$ cat src/rtl/serial_adder_ctrl.sv
// serial_adder_ctrl: bit-serial add/subtract sequencer.
// One 1-bit full-adder slice is reused for WIDTH cycles, LSB first, to
// produce the sum/difference of two WIDTH-bit operands plus carry,
// signed-overflow and zero flags.
//
// Handshakes: a transfer happens on a rising edge where valid and ready
// are both high. The input side is ready only in IDLE; the output side
// is valid only in DONE and holds data/flags stable until i_ready.
// Neither valid depends combinationally on the opposite ready.
module serial_adder_ctrl #(
    parameter int WIDTH = 32
) (
    input  logic             i_clk,
    input  logic             i_rst_n,
    input  logic             i_valid,
    output logic             o_ready,
    input  logic [WIDTH-1:0] i_data_a,
    input  logic [WIDTH-1:0] i_data_b,
    input  logic             i_sub,
    output logic             o_valid,
    input  logic             i_ready,
    output logic [WIDTH-1:0] o_data,
    output logic             o_carry,
    output logic             o_overflow,
    output logic             o_zero,
    output logic             o_busy,
    output logic [1:0]       o_state
);

    localparam int CW = (WIDTH > 2) ? $clog2(WIDTH) : 1;

    localparam logic [1:0] ST_IDLE = 2'd0;
    localparam logic [1:0] ST_RUN  = 2'd1;
    localparam logic [1:0] ST_DONE = 2'd2;

    // Counter value on the last RUN edge, and on the edge that computes
    // the carry into the MSB.
    localparam logic [CW-1:0] CNT_LAST = CW'(WIDTH - 1);
    localparam logic [CW-1:0] CNT_PREV = CW'(WIDTH - 2);

    logic [1:0]       state;
    logic [WIDTH-1:0] a_sr;
    logic [WIDTH-1:0] b_sr;
    logic [WIDTH-1:0] res_sr;
    logic             c;
    logic             c_msb;
    logic [CW-1:0]    cnt;

    logic             s;
    logic             c_next;
    logic [WIDTH-1:0] res_next;

    // Full-adder slice on the current LSBs and the result shifted with the new bit
    always_comb begin
        s        = a_sr[0] ^ b_sr[0] ^ c;
        c_next   = (a_sr[0] & b_sr[0]) | (a_sr[0] & c) | (b_sr[0] & c);
        res_next = {s, res_sr[WIDTH-1:1]};
    end

    // Sequencer: accept in IDLE, one bit per edge in RUN, hold result in DONE
    always_ff @(posedge i_clk or negedge i_rst_n) begin
        if (!i_rst_n) begin
            state      <= ST_IDLE;
            a_sr       <= '0;
            b_sr       <= '0;
            res_sr     <= '0;
            c          <= 1'b0;
            c_msb      <= 1'b0;
            cnt        <= '0;
            o_data     <= '0;
            o_carry    <= 1'b0;
            o_overflow <= 1'b0;
            o_zero     <= 1'b0;
        end else begin
            case (state)
                ST_IDLE: begin
                    if (i_valid) begin
                        // Subtraction is A + ~B + 1: invert B and seed carry with 1.
                        a_sr  <= i_data_a;
                        b_sr  <= i_data_b ^ {WIDTH{i_sub}};
                        c     <= i_sub;
                        cnt   <= '0;
                        state <= ST_RUN;
                    end
                end
                ST_RUN: begin
                    res_sr <= res_next;
                    a_sr   <= a_sr >> 1;
                    b_sr   <= b_sr >> 1;
                    c      <= c_next;
                    cnt    <= cnt + 1'b1;
                    if (cnt == CNT_PREV) begin
                        c_msb <= c_next;
                    end
                    if (cnt == CNT_LAST) begin
                        o_data     <= res_next;
                        o_carry    <= c_next;
                        o_overflow <= c_msb ^ c_next;
                        o_zero     <= (res_next == '0);
                        state      <= ST_DONE;
                    end
                end
                ST_DONE: begin
                    if (i_ready) begin
                        state <= ST_IDLE;
                    end
                end
                default: begin
                    state <= ST_IDLE;
                end
            endcase
        end
    end

    // Handshake and status decode straight from the state register
    always_comb begin
        o_ready = (state == ST_IDLE);
        o_valid = (state == ST_DONE);
        o_busy  = (state != ST_IDLE);
        o_state = state;
    end

endmodule
$ cat config.mk
export PLATFORM = sky130hd
export DESIGN_NAME = serial_adder_ctrl
export DESIGN_NICKNAME = d
export VERILOG_FILES = /design/src/rtl/serial_adder_ctrl.sv
export SDC_FILE = /design/constraint.sdc
export NUM_CORES = 1
export LEC_CHECK = 0
export CAP_MARGIN = 20
export CORE_AREA = 5 5 120 122
export CTS_BUF_LIST = sky130_fd_sc_hd__clkbuf_4 sky130_fd_sc_hd__clkbuf_8
export CTS_CLUSTER_SIZE = 20
export DETAILED_ROUTE_END_ITERATION = 8
export DIE_AREA = 0 0 125 127
export GPL_TIMING_DRIVEN = 0
export MAX_ROUTING_LAYER = met4
export PLACE_DENSITY_LB_ADDON = 0.15
export SLEW_MARGIN = 20
export SYNTH_ARGS = -nofsm -noshare
export SYNTH_HDL_FRONTEND = slang
export SYNTH_SLANG_ARGS = --single-unit
$ cat constraint.sdc
create_clock -name i_clk -period 3.5 [get_ports i_clk]
set_input_delay 0.7 -clock i_clk [delete_from_list [all_inputs] [get_ports i_clk]]
set_output_delay 0.7 -clock i_clk [all_outputs]
set_load 0.05 [all_outputs]
==> flow_metrics.tcl <==
set metrics [dict create \
    wire_per_inst_um 15.9 \
    skew_ps 7.40 \
    vias 4911 \
    synth_cell_types 32 \
    initial_core_util 0.489 \
    drc_errors 0 \
    antenna_cells 0 \
    maxSlewHeadroom 0.625 \
    dieHeight_um 127 \
    synth-seq-cells 139 \
    leakagePower_uw 0.00361 \
    cts_tree "done" \
    io_buffers 107 \
    detail_route.first_pass.iterations 5 \
    path_clk_slew_ps 70 \
    slew_violations 0 \
    cp_cell_sequence "buf_4, buf_2, buf_2, nor2_1, inv_1, clkdlybuf4s50_1" \
    ff2ff_path_depth 7 \
    ys.flop_type "dfrtp_1" \
    yosysWarnings 0 \
    synthArstFlopShare 1.00 \
    timing.hold.ws_ps 205 \
    area_growth_pct 27.3 \
    hold_viol_final 0 \
    cap_violations 0 \
    hold_path_class "input port to asynchronous set/reset pin" \
    drtIter0Drc 440 \
    max_clock_freq_mhz 311 \
    arrival_ps 2510 \
    period_share 0.918 \
    htreeDepth 4 \
    rsz0062_at_grt "false" \
    clock-sinks 139 \
    synth_edf_count 0 \
    crit_path_max_incr_delay_ps 790 \
    critPathSlowestCell "clkdlybuf4s50_1" \
    synthesis.nets 685 \
    ioPinCount 109 \
    grt_max_degree 74 \
    grt_pass1_vias 5022 \
    root_buffer "clkbuf_8" \
    synth_area_um2 6400 \
    setup_viol 0 \
    mostFrequentLayoutCells "dfrtp_1, nand2_1, clkdlybuf4s50_1, nor2b_1, a21oi_1" \
    layout-drive-gt1-share 0.137 \
    drt-total-wl_um 14700 \
    clock_latency_ps 440 \
    status "finished clean" \
    viasPerCell 5.30 \
    nets 812 \
    cp_max_fo 10 \
    die_x_um 125 \
    cts_resized 0 \
    highest_layer "met4" \
    final_common_cell "dfrtp_1" \
    holdBufCountCts 0 \
    min_period_ps 3210 \
    vdd_drop_max_uv 270 \
    p_per_area_nw_per_um2 816 \
    tightest_slew_ps 561 \
    crit_top_cell "buf_2" \
    syn-instance-count 612 \
    cp-start-kind "flip-flop" \
    worstSetupPathType "flip-flop to primary output" \
    required_ps 2800 \
    cts_made_buffers 17 \
    fill_cells 1130 \
    post-cts-setup-buffer-count 0 \
    ys_seq_area_frac 0.544 \
    worst_setup_path_end_kind "primary output" \
    antenna_found_initial 0 \
    die-area_um2 15900 \
    rows 42 \
    r2r_slack_ps 1510 \
    hpwl_um 10600 \
    syn_area_per_cell_um2 10.5 \
    track_usage 0.195 \
    wl_met1_um 6630 \
    final_util 0.622 \
    detail-route-antenna-nets 0 \
    overflow 0 \
    p_total_uw 6640 \
    place_congestion 0.813 \
    core_area_um2 13100 \
    clockBufferDepth 2 \
    grt_pass1_wl_um 24600 \
    route.met3.wl_um 634 \
    routed-wl-met2_um 7210 \
]
-- path summary, 6_finish.rpt --
kind	startpoint	to
worst max-delay path	o_state[1]	o_busy
worst min register to register	a_sr[2]	a_sr[2]
max in group asynchronous	i_rst_n	a_sr[7]
worst max register to register	cnt[0]	o_data[18]
worst min-delay path	i_rst_n	o_data[20]
min in group i_clk	a_sr[2]	a_sr[2]
-- worst max-delay path: cells and delay by family, from the launching register on --
| kind | cells | cell delay, ps |
|---|---|---|
| simple gates | 1 | 90 |
| flops | 1 | 420 |
| buf+inv | 5 | 1550 |
-- registers in the layout, indices dropped and copies added, names as in the netlist, 2 cells and up --
name and cells:
o_state 2, a_sr 32, cnt 5, o_data 32, res_sr 31, b_sr 32
-- where the power goes --
group / switching, uW / internal, uW
clock network: 589 / 798
logic: 1440 / 1110
registers: 469 / 2240
-- Yosys cell counts (3+ instances only) --
library cell | instances | share of area
xnor2_1 | 31 | 0.042
nand4_1 | 3 | 0.0029
nor2_1 | 6 | 0.0035
buf_2 | 25 | 0.020
o22a_1 | 30 | 0.041
mux2_2 | 32 | 0.056
nand2b_1 | 3 | 0.0029
nor2b_1 | 52 | 0.051
ha_1 | 3 | 0.0059
a21oi_1 | 51 | 0.040
nor4_1 | 8 | 0.0078
a22oi_1 | 32 | 0.038
dfrtp_1 | 139 | 0.54
o21ai_0 | 39 | 0.031
buf_4 | 9 | 0.011
a22o_1 | 3 | 0.0041
clkbuf_1 | 9 | 0.0053
inv_1 | 4 | 0.0023
mux2_1 | 3 | 0.0053
nand2_1 | 115 | 0.067
-- kinds of logic (layout without fill, tap and decap cells) --
| family | after synthesis | in the layout | share of synthesized area |
|---|---|---|---|
| muxes | 36 | 36 | 0.0632 |
| and+or+nand+nor | 191 | 191 | 0.140 |
| AOI/OAI and AO/OA | 157 | 157 | 0.156 |
| DFF | 139 | 139 | 0.544 |
| adders and majority gates | 4 | 4 | 0.00900 |
| buffers and inverters | 52 | 191 | 0.0434 |
| xor gates and xnor gates | 33 | 33 | 0.0452 |
-- area by class of cell --
cell class / count / area (um^2) / share of cell area
Timing Repair Buffer: 108 / 1100 / 0.136
Buffer: 48 / 263 / 0.0323
Sequential cell: 139 / 3480 / 0.427
Clock inverter: 7 / 113 / 0.0138
Multi-Input combinational cell: 421 / 2640 / 0.324
Tap cell: 176 / 220 / 0.0270
Clock buffer: 24 / 312 / 0.0383
Inverter: 4 / 15.0 / 0.00184
-- per-stage QoR --
| step | cell area, um^2 | instances | TNS, ps | worst slack (ps) |
|---|---|---|---|---|
| floorplan | 6400 | 612 | 0 | 536 |
| global placement | 7690 | 895 | -513830 | -3710 |
| detailed placement | 7720 | 896 | 0 | 735 |
| CTS | 8140 | 927 | 0 | 245 |
| global route | 8140 | 927 | 0 | 142 |
| finish | 8140 | 927 | 0 | 286 |
-- per-layer routing --
layer  track usage  vias to the layer above
li1              -                     2356
met5             -                        -
met3        0.0455                       20
met4        0.0612                        0
met2         0.312                      122
met1         0.250                     2413
Power figures use the tool's default switching activity.
